$ cat src/rtl/led_bar_ctrl.sv
`default_nettype none
// ============================================================================
// Module      : led_bar_ctrl
// Description : Display scheduler for one led_bar shared by two sensor
//               channels. Samples arrive over valid/ready, are clamped to
//               [VAL_L, VAL_U] and age out to "stale" after STALE_CYC cycles
//               without refresh. The bar shows either the manually selected
//               channel or rotates every DWELL_CYC cycles, with a single
//               blank cycle on each switch. Blink flags warning-range or
//               stale data.
// Ports       : clk, reset            - clock, synchronous active-high reset
//               s0_valid/value/ready  - channel 0 sample handshake
//               s1_valid/value/ready  - channel 1 sample handshake
//               auto, sel             - auto-rotate enable, manual select
//               bar_en/value/blink    - registered drive to led_bar
//               cur_ch                - channel currently on the bar
// Revision    : 1.0 - initial release
// ============================================================================
module led_bar_ctrl #(
  parameter int VAL_BITS  = 3,
  parameter int VAL_L     = 0,
  parameter int VAL_U     = 7,
  parameter int WARN      = 6,
  parameter int STALE_CYC = 1000,
  parameter int DWELL_CYC = 500,
  parameter int CNT_BITS  = 10
) (
  input  logic                clk,
  input  logic                reset,
  input  logic                s0_valid,
  input  logic [VAL_BITS-1:0] s0_value,
  output logic                s0_ready,
  input  logic                s1_valid,
  input  logic [VAL_BITS-1:0] s1_value,
  output logic                s1_ready,
  input  logic                auto,
  input  logic                sel,
  output logic                bar_en,
  output logic [VAL_BITS-1:0] bar_value,
  output logic                bar_blink,
  output logic                cur_ch
);

  localparam logic [VAL_BITS-1:0] c_VAL_L      = VAL_BITS'(VAL_L);
  localparam logic [VAL_BITS-1:0] c_VAL_U      = VAL_BITS'(VAL_U);
  localparam logic [VAL_BITS-1:0] c_WARN       = VAL_BITS'(WARN);
  localparam logic [CNT_BITS-1:0] c_STALE      = CNT_BITS'(STALE_CYC);
  localparam logic [CNT_BITS-1:0] c_DWELL_LAST = CNT_BITS'(DWELL_CYC - 1);

  typedef enum logic [1:0] {
    S_IDLE  = 2'd0,
    S_SHOW  = 2'd1,
    S_BLANK = 2'd2
  } state_t;

  // --------------------------------------------------------------------------
  // Handshake: ready is held low through the first cycle after reset.
  // --------------------------------------------------------------------------
  logic r_ready;

  always_ff @(posedge clk) begin
    if (reset) r_ready <= 1'b0;
    else       r_ready <= 1'b1;
  end

  assign s0_ready = r_ready;
  assign s1_ready = r_ready;

  // --------------------------------------------------------------------------
  // Per-channel sample storage and staleness tracking
  // --------------------------------------------------------------------------
  logic                w_valid [2];
  logic [VAL_BITS-1:0] w_in    [2];
  logic [VAL_BITS-1:0] w_clamp [2];
  logic [VAL_BITS-1:0] r_held  [2];
  logic                r_have  [2];
  logic                r_stale [2];
  logic [CNT_BITS-1:0] r_scnt  [2];

  assign w_valid[0] = s0_valid;
  assign w_valid[1] = s1_valid;
  assign w_in[0]    = s0_value;
  assign w_in[1]    = s1_value;

  genvar g;
  for (g = 0; g < 2; g++) begin : g_ch
    logic [VAL_BITS-1:0] w_lo;
    logic                w_acc;

    // Clamp comparisons are only built when the bound is not already the
    // natural limit of the sample width.
    if (VAL_L > 0) begin : g_lo
      assign w_lo = (w_in[g] < c_VAL_L) ? c_VAL_L : w_in[g];
    end else begin : g_lo_pass
      assign w_lo = w_in[g];
    end

    if (VAL_U < (1 << VAL_BITS) - 1) begin : g_hi
      assign w_clamp[g] = (w_lo > c_VAL_U) ? c_VAL_U : w_lo;
    end else begin : g_hi_pass
      assign w_clamp[g] = w_lo;
    end

    assign w_acc = w_valid[g] & r_ready;

    always_ff @(posedge clk) begin
      if (reset) begin
        r_held[g]  <= '0;
        r_have[g]  <= 1'b0;
        r_stale[g] <= 1'b0;
        r_scnt[g]  <= '0;
      end else if (w_acc) begin
        r_held[g]  <= w_clamp[g];
        r_have[g]  <= 1'b1;
        r_stale[g] <= 1'b0;
        r_scnt[g]  <= '0;
      end else if (r_scnt[g] != c_STALE) begin
        // Saturating age counter; stale rises on the edge it saturates.
        r_scnt[g] <= r_scnt[g] + 1'b1;
        if (r_scnt[g] + 1'b1 == c_STALE) r_stale[g] <= 1'b1;
      end
    end
  end

  // --------------------------------------------------------------------------
  // Target channel: follows sel in manual mode, rotates on dwell expiry in
  // auto mode. Rotation is skipped when the other channel has nothing fresh.
  // --------------------------------------------------------------------------
  state_t              r_state;
  logic                r_tgt;
  logic [CNT_BITS-1:0] r_dwell;
  logic                w_other;
  logic                w_other_ok;

  assign w_other    = ~r_tgt;
  assign w_other_ok = r_have[w_other] & ~r_stale[w_other];

  always_ff @(posedge clk) begin
    if (reset) begin
      r_tgt   <= 1'b0;
      r_dwell <= '0;
    end else if (!auto) begin
      r_tgt   <= sel;
      r_dwell <= '0;
    end else if (r_state == S_SHOW) begin
      // The counter keeps running through the SHOW cycle that detects the
      // switch, so expiry-to-expiry spacing is DWELL_CYC+1 including BLANK.
      if (r_dwell == c_DWELL_LAST) begin
        r_dwell <= '0;
        if (w_other_ok) r_tgt <= w_other;
      end else begin
        r_dwell <= r_dwell + 1'b1;
      end
    end
  end

  // --------------------------------------------------------------------------
  // Display FSM with registered outputs
  // --------------------------------------------------------------------------
  state_t              w_state_nx;
  logic                r_cur_ch;
  logic                w_ch_nx;
  logic                r_en;
  logic                w_en_nx;
  logic [VAL_BITS-1:0] r_value;
  logic [VAL_BITS-1:0] w_value_nx;
  logic                r_blink;
  logic                w_blink_nx;
  logic                w_src;
  logic [VAL_BITS-1:0] w_src_val;
  logic                w_src_blink;

  // Channel whose data would be shown on the next edge: the current one while
  // staying in SHOW, otherwise the target being switched to.
  assign w_src       = (r_state == S_SHOW) ? r_cur_ch : r_tgt;
  assign w_src_val   = r_held[w_src];
  assign w_src_blink = (w_src_val >= c_WARN) | r_stale[w_src];

  always_comb begin
    w_state_nx = r_state;
    w_ch_nx    = r_cur_ch;
    w_en_nx    = 1'b0;
    w_value_nx = '0;
    w_blink_nx = 1'b0;
    case (r_state)
      S_IDLE: begin
        // Bar is dark, so cur_ch can track the target without a blank.
        w_ch_nx = r_tgt;
        if (r_have[r_tgt]) begin
          w_state_nx = S_SHOW;
          w_en_nx    = 1'b1;
          w_value_nx = w_src_val;
          w_blink_nx = w_src_blink;
        end
      end
      S_SHOW: begin
        if (r_tgt != r_cur_ch) begin
          w_state_nx = S_BLANK;
        end else begin
          w_en_nx    = 1'b1;
          w_value_nx = w_src_val;
          w_blink_nx = w_src_blink;
        end
      end
      S_BLANK: begin
        w_ch_nx = r_tgt;
        if (r_have[r_tgt]) begin
          w_state_nx = S_SHOW;
          w_en_nx    = 1'b1;
          w_value_nx = w_src_val;
          w_blink_nx = w_src_blink;
        end else begin
          w_state_nx = S_IDLE;
        end
      end
      default: w_state_nx = S_IDLE;
    endcase
  end

  always_ff @(posedge clk) begin
    if (reset) begin
      r_state  <= S_IDLE;
      r_cur_ch <= 1'b0;
      r_en     <= 1'b0;
      r_value  <= '0;
      r_blink  <= 1'b0;
    end else begin
      r_state  <= w_state_nx;
      r_cur_ch <= w_ch_nx;
      r_en     <= w_en_nx;
      r_value  <= w_value_nx;
      r_blink  <= w_blink_nx;
    end
  end

  assign bar_en    = r_en;
  assign bar_value = r_value;
  assign bar_blink = r_blink;
  assign cur_ch    = r_cur_ch;

endmodule
`default_nettype wire

$ cat config.mk
export PLATFORM = sky130hd
export DESIGN_NAME = led_bar_ctrl
export DESIGN_NICKNAME = d
export VERILOG_FILES = /design/src/rtl/led_bar_ctrl.sv
export SDC_FILE = /design/constraint.sdc
export NUM_CORES = 1
export LEC_CHECK = 0
export CAP_MARGIN = 10
export CORE_MARGIN = 5
export CORE_UTILIZATION = 45
export DETAILED_ROUTE_END_ITERATION = 16
export HOLD_SLACK_MARGIN = 0.03
export PLACE_DENSITY = 0.69
export SYNTH_ARGS = -nofsm -noshare
export SYNTH_HDL_FRONTEND = slang
export SYNTH_SLANG_ARGS = --single-unit
$ cat constraint.sdc
create_clock -name clk -period 5.55 [get_ports clk]
set_clock_uncertainty 0.1 [all_clocks]
set_input_delay 0.8325 -clock clk [delete_from_list [all_inputs] [get_ports clk]]
set_output_delay 0.8325 -clock clk [all_outputs]
set_load 0.02 [all_outputs]
* After elaboration in Yosys (flattened, before gate mapping)
Memories as Yosys holds them, arrays and structs flattened. A register that Yosys moved wholly into a read port is not among the register bits. Index checks and enable logic that the tools add are counted.
Operators by class: add/sub/neg operators 3, $mul 0, div/mod/pow operators 0, $lt $le $gt $ge 1, eq/ne operators 13, shifts and indexed selects 0, multiplexer cells 60, bitwise gates (word level) 19, reduce and logical (&&, ||, !) cells 5
Operators by type and width (count):
- two-way mux 10 bit | 5
- two-way mux 1 bit | 45
- adder 10 x 1 -> 10 bit, second input constant | 3
- equality test 10 bit, second input constant | 2
- != test 10 bit, second input constant | 2
- OR 1 bit | 13
- two-way mux 3 bit | 4
- equality test 10 x 9 -> 1 bit, second input constant | 1
- != test 2 x 1 -> 1 bit, second input constant | 4
- case mux 2 bit (3 select lines) | 1
- case mux 3 bit (2 select lines) | 1
- two-way mux 2 bit | 2
- case mux 1 bit (2 select lines) | 2
- OR reduction 2 bit | 2
- bitwise AND 1 bit | 3
- >= comparator 3 bit, second input constant | 1
- inverter 1 bit | 3
- AND reduction 3 bit | 1
- equality test 2 x 1 -> 1 bit, second input constant | 1
- equality test 2 bit, second input constant | 1
- zero test 2 bit | 1
- != test 2 bit, second input constant | 1
- AND reduction 2 bit | 1
- != test 1 bit | 1
Storage, ports and cells: bits in registers 20, bits in latches 0, RAM bits 30, ROM bits 0, bits of input ports 12, output and inout port bits 8, memories kept 4
Memories:
- r_scnt | words 2, width 10, read ports 2, clocked after memory_dff 0, write ports 2, line 78 | logic [CNT_BITS-1:0] r_scnt [2];
- r_held | words 2, width 3, read ports 1, clocked after memory_dff 0, write ports 2, line 75 | logic [VAL_BITS-1:0] r_held [2];
- r_have | words 2, width 1, read ports 2, clocked after memory_dff 1, write ports 2, line 76 | logic r_have [2];
- r_stale | words 2, width 1, read ports 2, clocked after memory_dff 0, write ports 2, line 77 | logic r_stale [2];

* Depth between registers and ports, before layout
An unclocked memory read counts as a cell.
depth in word-level cells 10, gate-level depth with buffers 7

* Worst setup path before layout
No wires, ideal clock.
path type input port to flip-flop, start in reset, end mem r_scnt[0][0] (enable), library setup time 0.304 ns, arrival time 1.861 ns, data required time 5.146 ns, path slack 3.285 ns, stages on the path 4, buffers on the path 1, cells stage by stage clkbuf_1 a21oi_1 inv_1 or3_1
RTL lines:
- start: declaration | line 29 | input logic reset,
- end: declaration | line 78

==> flow_metrics.env <==
export IMPL_grt_antenna_before_repair=0
export IMPL_synth_area_leaders="edfxtp_1 34%, dfxtp_1 17%, nor2_1 5.9%"
export IMPL_yosys_warnings=0
export IMPL_p_per_area_nw_per_um2=240
export IMPL_crit_start="reset"
export IMPL_worst_slew_pin_slew_ps=650
export IMPL_ctsResizeCount=0
export IMPL_clock_sinks=51
export IMPL_cp_max_fo=10
export IMPL_syn_area_um2=2550
export IMPL_slew_violations=0
export IMPL_cts_htree_levels=2
export IMPL_status="finished, final reports clean"
export IMPL_ir_drop_v=0.000134
export IMPL_final_area_um2=2890
export IMPL_synth_top_cell_by_area="edfxtp_1"
export IMPL_die_area_um2=7270
export IMPL_fin_tns_setup_ps=0
export IMPL_layout_common_cells="40 x nor2_1, 29 x edfxtp_1, 22 x nand2_1, 22 x dfxtp_1, 19 x clkdlybuf4s50_1"
export IMPL_r2r_cells=6
export IMPL_grt_max_degree=19
export IMPL_clock_path_buffers=2
export IMPL_drive_gt1_frac=0.0432
export IMPL_crit_required_ps=5440
export IMPL_vias=1802
export IMPL_max_freq_ghz=0.383
export IMPL_ys_seq_area_frac=0.515
export IMPL_rsz0062_at_grt="false"
export IMPL_cts_root_buf="clkbuf_8"
export IMPL_crit_family="buffers and inverters"
export IMPL_layoutNonFillerInstCount=350
export IMPL_area_delta_synth_final_pct=13.4
export IMPL_diodes=0
export IMPL_die_width_um=85.2
export IMPL_clk_pin_slew_worst_paths_ps=100
export IMPL_r2r_start="r_scnt[1][0]$_SDFFCE_PN0P_"
export IMPL_setup_viol=0
export IMPL_io_buffers=19
export IMPL_leakage_nw=1.04
export IMPL_drt_drc_violations_left=0
export IMPL_rows=27
export IMPL_drt_wl_total_um=4580
export IMPL_clock_latency_ps=300
export IMPL_dp_slack_ps=2630
export IMPL_fin_ws_ps=2940
export IMPL_start_kind="input pin"
export IMPL_max_slew_margin=0.563
export IMPL_die_y_um=85.2
export IMPL_r2r_setup_slack_ps=3170
export IMPL_fin_nets=296
export IMPL_grt_pass1_vias=1718
export IMPL_p_total_mw=0.694
export IMPL_critPathKind="in2reg"
export IMPL_core_area_um2=5510
export IMPL_final_core_util=0.524
export IMPL_cp_arrival_ps=2500
export IMPL_finalHoldViolCount=0
export IMPL_cts_setup_buffers=0
export IMPL_reg2reg_to="r_stale[1]$_SDFFCE_PN0P_"
export IMPL_cts_buffers=5
export IMPL_grt_overflow=0
export IMPL_hp_class="reg2reg"
export IMPL_syn_area_per_cell_um2=9.84
export IMPL_grt_usage=0.127
export IMPL_synth_top_cell_area_share=0.342
export IMPL_grt_pass1_wl_um=7400
export IMPL_fin_crit_sh=0.470
export IMPL_critPathSlowestCell="or3_1"
export IMPL_path_cells="clkdlybuf4s50_1 -> a21oi_1 -> inv_1 -> or3_1"
export IMPL_placed_area_um2=2790
export IMPL_dp_cells=342
export IMPL_syn_nets=278
export IMPL_critPathMaxStageDelay_ps=590
export IMPL_final_common_cell="nor2_1"
export IMPL_critPathCaptureType="register"
export IMPL_cp_num_cells=4
export IMPL_drt_iter0_markers=83
export IMPL_ys_types=44
export IMPL_initial_core_util=0.463
export IMPL_synthCells=259
export IMPL_routabilityCongestion=0.774
export IMPL_fillers=507
export IMPL_cp_num_buf_inv=2
export IMPL_maxCapViolations=0
export IMPL_ant_nets=0
export IMPL_crit_end="r_scnt[0][5]$_SDFFCE_PN0P_"
export IMPL_min_period_ps=2610
export IMPL_ys_seq_elements=51
export IMPL_cts_hold_buf=0
export IMPL_cts_tree="yes"
export IMPL_viasPerCell=5.15
export IMPL_timing_hold_ws_ps=416
export IMPL_wl_per_cell_um=13.1
export IMPL_io_pins=20
export IMPL_drt_pass1_iterations=5
export IMPL_place_hpwl_um=3430
-- area by class of cell --
class | count | area (µm²) | area share
inverters | 13 | 48.8 | 0.0169
multi-input cells | 187 | 1150 | 0.398
clock buffers | 5 | 68.8 | 0.0238
flip-flops and latches | 51 | 1310 | 0.454
well taps | 72 | 90.1 | 0.0312
repair buffers | 19 | 190 | 0.0659
clock inverters | 3 | 28.8 | 0.00997
-- cells by family (layout without fill, tap and decap cells) --
| logic type | Yosys count | count (layout) | synth area share |
|---|---|---|---|
| compound gates | 32 | 32 | 0.0806 |
| xor+xnor | 22 | 22 | 0.0756 |
| fa+ha+maj | 7 | 7 | 0.0344 |
| buf+inv | 21 | 40 | 0.0339 |
| flops | 51 | 51 | 0.515 |
| mux | 6 | 6 | 0.0236 |
| simple gates | 120 | 120 | 0.237 |
-- synthesized netlist by cell type --
master and number:
o21ai_0 7, edfxtp_1 29, or2_2 2, nor3b_1 5, nor2b_1 2, or4_4 1
xnor2_1 11, and2_1 4, a2111oi_0 1, o21ai_1 2, and3_1 7, ha_1 7
o221ai_1 1, a211oi_1 3, and4_1 1, or4_1 1, nand2_1 22, inv_1 13
a21boi_0 1, nand3b_1 2, nor2_1 40, xor2_1 11, o211ai_1 2, o2111ai_1 1
nor3_1 3, nand4b_1 1, and3b_1 1, nand2b_1 5, and2b_1 1, clkbuf_1 6
a21oi_1 8, mux2i_1 6, or4b_1 1, a311oi_1 1, a31oi_1 1, nand3_1 12
o22ai_1 1, dfxtp_1 22, buf_4 2, or3_1 4, o221a_2 1, nand4_1 5
o31a_1 1, a22oi_1 1
-- tightest hold or removal path: stages, from the launching register on --
cell	delay [ps]
dfxtp_1	370
a21oi_1	50
nor2_1	70
-- worst min-delay path by stage --
stage | startpoint | endpoint | slack [ps] | depth (start not counted)
final | r_have[1]$_DFF_P_ | r_have[1]$_DFF_P_ | 420 | 2
after CTS | r_held[1][0]$_SDFFCE_PN0P_ | bar_value[0]$_SDFF_PP0_ | 420 | 2
after floorplan | r_have[1]$_DFF_P_ | r_have[1]$_DFF_P_ | 350 | 2
after detailed placement | r_have[1]$_DFF_P_ | r_have[1]$_DFF_P_ | 400 | 2
after global placement | r_held[1][0]$_SDFFCE_PN0P_ | bar_value[0]$_SDFF_PP0_ | 390 | 2
after global routing | r_held[1][0]$_SDFFCE_PN0P_ | bar_value[0]$_SDFF_PP0_ | 430 | 2
-- registers in the layout, summed over array words and instances (netlist names), named ones only --
| register | cells |
|---|---|
| r_stale | 2 |
| r_state | 2 |
| bar_value | 3 |
| r_dwell | 10 |
| r_scnt | 20 |
| cur_ch | 1 |
| r_tgt | 1 |
| r_held | 6 |
| s0_ready | 1 |
| bar_en | 1 |
| bar_blink | 1 |
| r_have | 2 |
-- layer usage --
metal	global-route usage	wire length, µm	vias up
met5	0	0	-
met4	0.0432	51	0
met3	0.0330	170	6
met2	0.223	2280	23
met1	0.148	2080	833
li1	-	-	940
-- power by group --
part	total [mW]	leakage, nW	switching [mW]	internal [mW]
sequential	0.419	0.522	0.0108	0.409
clock	0.222	0.0502	0.128	0.0935
combinational	0.0524	0.471	0.0280	0.0243
total	0.694	1.04	0.167	0.526
No activity file was read; power rests on OpenSTA's default activity.
